`src/rtl/div_pkg.sv`:
```
// Shared definitions for the multi-cycle restoring divider.
//   div_state_e : FSM encodings (IDLE, CALC, DONE)
//   DIV_WIDTH   : default operand width
//   DIV_CNT_W   : iteration counter width for the default operand width
package div_pkg;

  localparam int unsigned DIV_WIDTH = 32;
  localparam int unsigned DIV_CNT_W = $clog2(DIV_WIDTH);

  typedef enum logic [1:0] {
    IDLE = 2'd0,
    CALC = 2'd1,
    DONE = 2'd2
  } div_state_e;

endpackage

```
`src/rtl/cla_32.sv`:
```
// WIDTH-bit adder with carry-in and carry-out.
//   i_a, i_b : addends
//   i_cin    : carry-in
//   o_sum    : WIDTH-bit sum
//   o_cout   : carry-out of the MSB
module cla_32 #(
  parameter int unsigned WIDTH = 32
) (
  input  logic [WIDTH-1:0] i_a,
  input  logic [WIDTH-1:0] i_b,
  input  logic             i_cin,
  output logic [WIDTH-1:0] o_sum,
  output logic             o_cout
);

  // Extended by one bit so the carry-out falls out of the top of the sum.
  assign {o_cout, o_sum} = (WIDTH+1)'(i_a) + (WIDTH+1)'(i_b) + (WIDTH+1)'(i_cin);

endmodule

```
`src/rtl/sub_32.sv`:
```
// WIDTH-bit subtractor: a - b computed as a + ~b + 1 on the adder.
//   i_a, i_b : minuend, subtrahend
//   o_diff   : a - b modulo 2^WIDTH
//   o_cout   : 1 = no borrow (a >= b), 0 = borrow
module sub_32 #(
  parameter int unsigned WIDTH = 32
) (
  input  logic [WIDTH-1:0] i_a,
  input  logic [WIDTH-1:0] i_b,
  output logic [WIDTH-1:0] o_diff,
  output logic             o_cout
);

  cla_32 #(.WIDTH(WIDTH)) u_cla (
    .i_a   (i_a),
    .i_b   (~i_b),
    .i_cin (1'b1),
    .o_sum (o_diff),
    .o_cout(o_cout)
  );

endmodule

```
`src/rtl/div_32.sv`:
```
// Multi-cycle restoring divider for MIPS DIV/DIVU (quotient -> LO, remainder -> HI).
// One quotient bit per cycle, MSB first; start/done handshake.
//   clk, rst            : clock, synchronous active-high reset
//   start, sign         : request (accepted in IDLE only), 1 = signed
//   dividend, divisor   : operands, sampled with an accepted start
//   busy, done          : busy in CALC/DONE, done pulses for one cycle
//   div_zero            : divisor was zero, held until next accepted start
//   quotient, remainder : results, held until the next result is produced
// Build option: define DIV_SIGNED_EN to honour sign (abs/negate logic);
// without it every operation is unsigned and sign is ignored.
module div_32
  import div_pkg::*;
#(
  parameter int unsigned WIDTH = DIV_WIDTH
) (
  input  logic             clk,
  input  logic             rst,
  input  logic             start,
  input  logic             sign,
  input  logic [WIDTH-1:0] dividend,
  input  logic [WIDTH-1:0] divisor,
  output logic             busy,
  output logic             done,
  output logic             div_zero,
  output logic [WIDTH-1:0] quotient,
  output logic [WIDTH-1:0] remainder
);

  localparam int unsigned CNT_W = $clog2(WIDTH);

  div_state_e       r_state;
  div_state_e       w_next;
  logic [WIDTH-1:0] r_q;
  logic [WIDTH-1:0] r_rem;
  logic [WIDTH-1:0] r_divisor;
  logic [CNT_W-1:0] r_cnt;
  logic [WIDTH-1:0] w_a_mag;
  logic [WIDTH-1:0] w_b_mag;
  logic [WIDTH-1:0] w_partial;
  logic [WIDTH-1:0] w_trial;
  logic             w_no_borrow;
  logic [WIDTH-1:0] w_rem_nx;
  logic [WIDTH-1:0] w_q_nx;
  logic             w_div0;
  logic             w_last;

  assign w_div0 = (divisor == '0);
  assign w_last = (r_cnt == CNT_W'(WIDTH-1));

`ifdef DIV_SIGNED_EN
  logic r_neg_q;
  logic r_neg_r;
  logic w_neg_q;
  logic w_neg_r;

  // Operand magnitudes; the most-negative value maps to its unsigned bit pattern.
  assign w_a_mag = (sign && dividend[WIDTH-1]) ? (~dividend + WIDTH'(1)) : dividend;
  assign w_b_mag = (sign && divisor[WIDTH-1])  ? (~divisor + WIDTH'(1))  : divisor;
  assign w_neg_q = sign && (dividend[WIDTH-1] ^ divisor[WIDTH-1]);
  assign w_neg_r = sign && dividend[WIDTH-1];
`else
  logic w_unused_sign;

  assign w_a_mag       = dividend;
  assign w_b_mag       = divisor;
  assign w_unused_sign = sign;
`endif

  // Trial subtract of the divisor from the shifted partial remainder.
  assign w_partial = {r_rem[WIDTH-2:0], r_q[WIDTH-1]};

  sub_32 #(.WIDTH(WIDTH)) u_sub (
    .i_a   (w_partial),
    .i_b   (r_divisor),
    .o_diff(w_trial),
    .o_cout(w_no_borrow)
  );

  assign w_rem_nx = w_no_borrow ? w_trial : w_partial;
  assign w_q_nx   = {r_q[WIDTH-2:0], w_no_borrow};

  // Next-state logic.
  always_comb begin
    w_next = r_state;
    case (r_state)
      IDLE:    if (start) w_next = w_div0 ? DONE : CALC;
      CALC:    if (w_last) w_next = DONE;
      DONE:    w_next = IDLE;
      default: w_next = IDLE;
    endcase
  end

  // State, datapath and registered outputs.
  always_ff @(posedge clk) begin
    if (rst) begin
      r_state   <= IDLE;
      r_q       <= '0;
      r_rem     <= '0;
      r_divisor <= '0;
      r_cnt     <= '0;
      busy      <= 1'b0;
      done      <= 1'b0;
      div_zero  <= 1'b0;
      quotient  <= '0;
      remainder <= '0;
`ifdef DIV_SIGNED_EN
      r_neg_q   <= 1'b0;
      r_neg_r   <= 1'b0;
`endif
    end else begin
      r_state <= w_next;
      busy    <= (w_next != IDLE);
      done    <= (w_next == DONE);
      case (r_state)
        IDLE: begin
          if (start) begin
            div_zero <= w_div0;
            if (w_div0) begin
              // Divide-by-zero bypasses CALC and the sign fixup.
              quotient  <= '1;
              remainder <= dividend;
            end else begin
              r_q       <= w_a_mag;
              r_rem     <= '0;
              r_divisor <= w_b_mag;
              r_cnt     <= '0;
`ifdef DIV_SIGNED_EN
              r_neg_q   <= w_neg_q;
              r_neg_r   <= w_neg_r;
`endif
            end
          end
        end
        CALC: begin
          r_q   <= w_q_nx;
          r_rem <= w_rem_nx;
          r_cnt <= r_cnt + CNT_W'(1);
          if (w_last) begin
`ifdef DIV_SIGNED_EN
            quotient  <= r_neg_q ? (~w_q_nx + WIDTH'(1))   : w_q_nx;
            remainder <= r_neg_r ? (~w_rem_nx + WIDTH'(1)) : w_rem_nx;
`else
            quotient  <= w_q_nx;
            remainder <= w_rem_nx;
`endif
          end
        end
        default: ;
      endcase
    end
  end

endmodule

```
`config.mk`:
```
export PLATFORM = sky130hd
export DESIGN_NAME = div_32
export DESIGN_NICKNAME = d
export VERILOG_FILES = /design/src/rtl/div_pkg.sv /design/src/rtl/cla_32.sv /design/src/rtl/sub_32.sv /design/src/rtl/div_32.sv
export SDC_FILE = /design/constraint.sdc
export NUM_CORES = 1
export LEC_CHECK = 0
export CORE_ASPECT_RATIO = 1.4
export CORE_UTILIZATION = 30
export DETAILED_ROUTE_END_ITERATION = 8
export GPL_TIMING_DRIVEN = 0
export PLACE_DENSITY = 0.5
export SETUP_SLACK_MARGIN = 0.05
export SYNTH_ARGS = -nofsm -noshare
export SYNTH_HDL_FRONTEND = slang
export SYNTH_SLANG_ARGS = --single-unit
export TNS_END_PERCENT = 20
```
`constraint.sdc`:
```
create_clock -name clk -period 5 [get_ports clk]
set_clock_uncertainty 0.1 [all_clocks]
set_input_delay 0.75 -clock clk [delete_from_list [all_inputs] [get_ports clk]]
set_output_delay 0.75 -clock clk [all_outputs]
set_load 0.05 [all_outputs]
```
; Word-level counts from Yosys, hierarchy flattened
; Index checks and enable logic that the tools add are counted.
; Widths: inputs -> output; s select.
[classes]
add_sub_neg = 3
n_eq_ne = 7
mux = 22
bitwise = 2
reduce_logical = 8
[op_table]
columns = cell, n
row1 = $mux 32, 9
row2 = $pmux 32 s2, 3
row3 = $mux 31, 2
row4 = $pmux 31 s2, 1
row5 = $add 32x32->33, 1
row6 = $add 33x1->33 const B, 1
row7 = $logic_not 32->1, 1
row8 = $not 32->32, 1
row9 = $mux 5, 2
row10 = $pmux 5 s2, 1
row11 = $ne 2x2->1 const B, 4
row12 = $mux 2, 3
row13 = $reduce_and 3->1, 2
row14 = $add 5x1->5 const B, 1
row15 = $eq 5x5->1 const B, 1
row16 = $pmux 2 s2, 1
row17 = $reduce_and 4->1, 1
row18 = $reduce_bool 2->1, 2
row19 = $eq 2x1->1 const B, 1
row20 = $eq 2x2->1 const B, 1
row21 = $logic_not 2->1, 1
row22 = $reduce_and 2->1, 1
row23 = $not 1->1, 1
[totals]
register_bits = 169
in_bits = 68
out_inout_bits = 67

; Longest topological paths before layout
[logic_depth]
word_depth = 6
depth_mapped = 14
depth_no_buf = 12

; Modules after synthesis
; Synthesis repeated with hierarchy kept, for this count alone.
[hier_totals]
cells_unflattened = 1118
hier_area_um2 = 9929.5
[by_module_without_submodules]
columns = module, n_inst, cells_each, area_each_um2
row1 = div_32, 1, 826, 7951.4
row2 = cla_32, 1, 259, 1854.3
row3 = sub_32, 1, 33, 123.9

; Worst setup path before layout
; Ideal clock, no wire load.
[synth_path]
kind = register to register
start = register r_q[31]
end = register remainder[26]
setup_ns = 0.088
t_arrival_ns = 2.817
required_ns = 4.812
slack_ns = 1.995
stages_incl_launch_ff = 13
synth_period_minus_slack_ns = 3.005
path_cell_list = dfxtp_1 -> inv_1 -> ha_1 -> fa_1 -> nand2b_1 -> a211oi_4 -> o211ai_2 -> o21ba_4 -> o31ai_4 -> a311oi_1 -> xor2_1 -> a211o_1 -> a311oi_2
[synth_via]
elab_chain_cells = 5
[synth_lines]
columns = item, line_no
row1 = from (decl), div_32.sv:33  ; logic [WIDTH-1:0] r_q;
row2 = from (signal assigned), div_32.sv:123  ; r_q <= w_a_mag;
row3 = from (signal assigned), div_32.sv:135  ; r_q <= w_q_nx;
row4 = $add 32x32->33, cla_32.sv:17  ; assign {o_cout, o_sum} = (WIDTH+1)'(i_a) + (WIDTH+1)'(i_b) + (WIDTH+1)'(i_cin);
row5 = $add 33x1->33, cla_32.sv:17
row6 = $mux 32, div_32.sv:79  ; assign w_rem_nx = w_no_borrow ? w_trial : w_partial;
row7 = $mux 32, div_32.sv:138  ; if (w_last) begin
row8 = $pmux 32 s2, div_32.sv:114  ; case (r_state)
row9 = to (signal assigned), div_32.sv:121  ; remainder <= dividend;
row10 = to (signal assigned), div_32.sv:144  ; remainder <= w_rem_nx;
row11 = to (decl), div_32.sv:26  ; output logic [WIDTH-1:0] remainder
; No other way between the ends. The select of a mux whose other input is x is not followed.
; A chain may end at the register's enable or synchronous reset.

; Worst setup path in the final report
[layout_path]
start = input port divisor[6]
end = register remainder[29]
[layout_via]
elab_chain_cells = 3
[layout_lines]
columns = item, line_no
row1 = from (decl), div_32.sv:21  ; input logic [WIDTH-1:0] divisor,
row2 = $logic_not 32->1, div_32.sv:47  ; assign w_div0 = (divisor == '0);
row3 = $ne 2x2->1 (no source line), n/a
row4 = $reduce_and 4->1 (no source line), n/a
; No other way between the ends.

==> impl_metrics.env <==
export IMPL_drc=0
export IMPL_first_pass_iters=5
export IMPL_diodes=0
export IMPL_worst_r2r_endpoint="remainder[24]"
export IMPL_r2r_start="r_q[31]"
export IMPL_rows=72
export IMPL_vias_per_cell=5.00
export IMPL_p_leak_nw=4.08
export IMPL_timing_final_crit_share_pct=80.6
export IMPL_yosys_area_share_simple_pct=23.9
export IMPL_p_clk_share_pct=23.4
export IMPL_cts_tree="yes"
export IMPL_ir_worst_vdd_uv=310
export IMPL_cp_endpoint="remainder[29]"
export IMPL_place_hpwl_um=23600
export IMPL_overflow=0
export IMPL_synth_area_top_cells="dfxtp_1, nand2_1, nor2_1"
export IMPL_setup_tns_ns=0
export IMPL_synth_fp_nets=1214
export IMPL_synth_distinct_cells=66
export IMPL_grt_antenna_before_repair=0
export IMPL_power_per_cell_area_nw_per_um2=575
export IMPL_synth_mux_area_share_pct=2.30
export IMPL_track_usage_pct=20.3
export IMPL_power_frac_seq_pct=25.0
export IMPL_cts_buffers=17
export IMPL_num_vias=8223
export IMPL_postCtsResizedCells=0
export IMPL_path_clk_slew_ns=0.07
export IMPL_hold_viol_final=0
export IMPL_cp_end_kind="register"
export IMPL_hp_class="register to register"
export IMPL_yosysTopAreaCellShare_pct=39.4
export IMPL_worst_pin_slew_ns=0.755
export IMPL_cts_num_sinks=169
export IMPL_drv_slew=0
export IMPL_ys_seq_area_share_pct=39.4
export IMPL_maxSlewHeadroom_pct=49.7
export IMPL_num_io_pins=135
export IMPL_first_iter_violations=444
export IMPL_postCtsSetupRepairBufs=0
export IMPL_synthArstFlopShare_pct=0
export IMPL_place_congestion=0.845
export IMPL_synth_flop_cell="dfxtp_1"
export IMPL_synth_top_family_by_area="simple AND/OR/NAND/NOR gates"
export IMPL_drt_wl_total_um=29600
export IMPL_area_growth_pct=28.5
export IMPL_worst_hold_slack_ns=0.355
export IMPL_ff2ff_setup_slack_ns=1.35
export IMPL_postSynthAreaPerCell_um2=7.74
export IMPL_setup_viol_count_final=0
export IMPL_dieArea_um2=29300
export IMPL_fin_nets=1366
export IMPL_drive_above_1_share_pct=4.39
export IMPL_synth_xor_xnor_area_share_pct=2.35
export IMPL_clk_latency_ns=0.44
export IMPL_status="finished clean"
export IMPL_p_sw_share_pct=41.9
export IMPL_max_clock_freq_mhz=248
export IMPL_synth_edf_count=0
export IMPL_synth_top_area_cell="dfxtp_1"
export IMPL_hold_buffers=0
export IMPL_grt_pass1_vias=8175
export IMPL_rsz0062_at_grt="no"
export IMPL_die_w_um=145
export IMPL_critPathRequiredTime_ns=5.18
export IMPL_grt_pass1_wl_um=46100
export IMPL_p_comb_share_pct=51.6
export IMPL_synth_compound_area_share_pct=21.4
export IMPL_routedWlPerCell_um=18.0
export IMPL_syn_cell_area_um2=8590
export IMPL_p_switching_mw=2.66
export IMPL_ys_ff_latch=169
export IMPL_fin_crit_ns=4.03
export IMPL_power_internal_mw=3.69
export IMPL_cap_violations=0
export IMPL_port_buffers=133
export IMPL_startpoint="divisor[6]"
export IMPL_fp_dieH_um=202
export IMPL_start_util_pct=30.8
export IMPL_reg2regPathDepth=13
export IMPL_synthAdderAreaFrac_pct=5.33
export IMPL_cts_max_level=4
export IMPL_yosys_warnings=0
export IMPL_worstPathMaxFanout=10
export IMPL_start_kind="input port"
export IMPL_worstPathArrival_ns=4.21
export IMPL_crit_type="input port to register"
export IMPL_ant_nets=0
export IMPL_clk_path_buf_depth=2
export IMPL_core_area_um2=27900
export IMPL_cts_root_buf="clkbuf_16"
export IMPL_postSynthCellCount=1110
export IMPL_grt_max_degree=17
[metal layers]
metal  part of all wire [%]  vias to the layer above  GRT usage [%]
li1                       -                     4206              -
met1                     43                     3826           23.1
met2                     52                      160           38.0
met3                    3.0                       31           3.09
met4                    2.1                        0           6.80
met5                      0                        -              0
[through the flow]
| stage | cells | setup slack [ns] | util (%) | area [um2] | power [mW] |
|---|---|---|---|---|---|
| final | 1645 | 0.969 | 39.5 | 11000 | 6.35 |
| after global routing | 1645 | 0.780 | 39.5 | 11000 | 6.77 |
| after floorplan | 1110 | 1.99 | - | 8590 | 4.00 |
| after CTS | 1645 | 0.945 | 39.5 | 11000 | 6.36 |
| after global placement | 1613 | 0.501 | 37.2 | 10400 | 4.86 |
| after detailed placement | 1613 | 0.489 | 37.2 | 10400 | 4.85 |
[logic make-up after synthesis]
family | after synthesis
fa+ha+maj | 36
buf+inv | 119
compound gates | 265
xor+xnor | 23
flops | 169
mux | 18
simple gates | 480
[placed cells by master (no fill, tap or decap), types with 21 or more instances in the layout]
cell type	count
nand2_1	215
inv_1	43
a21o_1	21
clkdlybuf4s50_1	133
a311oi_1	54
dfxtp_1	169
clkbuf_1	66
a21oi_1	89
nor2_1	129
ha_1	35
nor3_1	74
[cell type report]
class | instances | area [um2]
fillers | 2986 | 16900
multi-input cells | 822 | 4750
flip-flops and latches | 169 | 3380
repair buffers | 133 | 1330
well taps | 370 | 463
clock buffers | 21 | 460
plain buffers | 76 | 294
clock inverters | 11 | 194
inverters | 43 | 161
[power groups by stage]
| stage | sequential (mW) | clock (mW) | combinational (mW) |
|---|---|---|---|
| after global routing | 1.60 | 1.57 | 3.60 |
| after floorplan | 1.57 | 0 | 2.44 |
| after CTS | 1.58 | 1.51 | 3.27 |
| final | 1.59 | 1.49 | 3.27 |
| after global placement | 1.62 | 0 | 3.24 |
| after detailed placement | 1.61 | 0 | 3.24 |
[sequential cells by signal, summed over array words and instances (netlist names)]
| name | flops |
|---|---|
| quotient | 32 |
| div_zero | 1 |
| r_q | 32 |
| r_cnt | 5 |
| remainder | 32 |
| r_state | 2 |
| done | 1 |
| r_rem | 31 |
| r_divisor | 32 |
| busy | 1 |
[critical path, stage by stage]
cell and delay (ns):
clkdlybuf4s50_1 0.46, nor4_1 0.48, nand4_1 0.31, nor2_1 0.30, nand2_1 0.10, o21ai_1 0.14, nor2b_1 0.14, clkbuf_1 0.38
buf_2 0.34, buf_1 0.59, a41oi_1 0.20
[how the worst min path moves through the flow]
stage / slack, ns / depth (start not counted) / endpoint / from
6_report: 0.36 / 2 / r_divisor[19] / r_divisor[19]
5_1_grt: 0.37 / 2 / r_divisor[21] / r_divisor[21]
4_1_cts: 0.36 / 2 / r_divisor[15] / r_divisor[15]
3_5_place_dp: 0.35 / 2 / r_divisor[15] / r_divisor[15]
3_3_place_gp: 0.34 / 2 / r_divisor[23] / r_divisor[23]
2_1_floorplan: 0.34 / 2 / r_divisor[10] / r_divisor[10]
[cells in the mapped netlist (6+ instances only)]
| cell | number |
|---|---|
| a211oi_1 | 9 |
| o21ai_0 | 18 |
| nor2_1 | 129 |
| xor2_1 | 11 |
| clkbuf_1 | 64 |
| nor3_1 | 74 |
| nand2_1 | 215 |
| a21oi_1 | 89 |
| xnor2_1 | 12 |
| o21ai_1 | 14 |
| dfxtp_1 | 169 |
| o21bai_1 | 6 |
| and3_1 | 8 |
| inv_1 | 43 |
| nor4_1 | 10 |
| buf_2 | 7 |
| nor2b_1 | 6 |
| nand4_1 | 7 |
| a311oi_1 | 54 |
| ha_1 | 35 |
| a31oi_1 | 9 |
| nand3_1 | 9 |
| a21o_1 | 21 |
| mux2_1 | 13 |
Power figures use the tool's default switching activity.
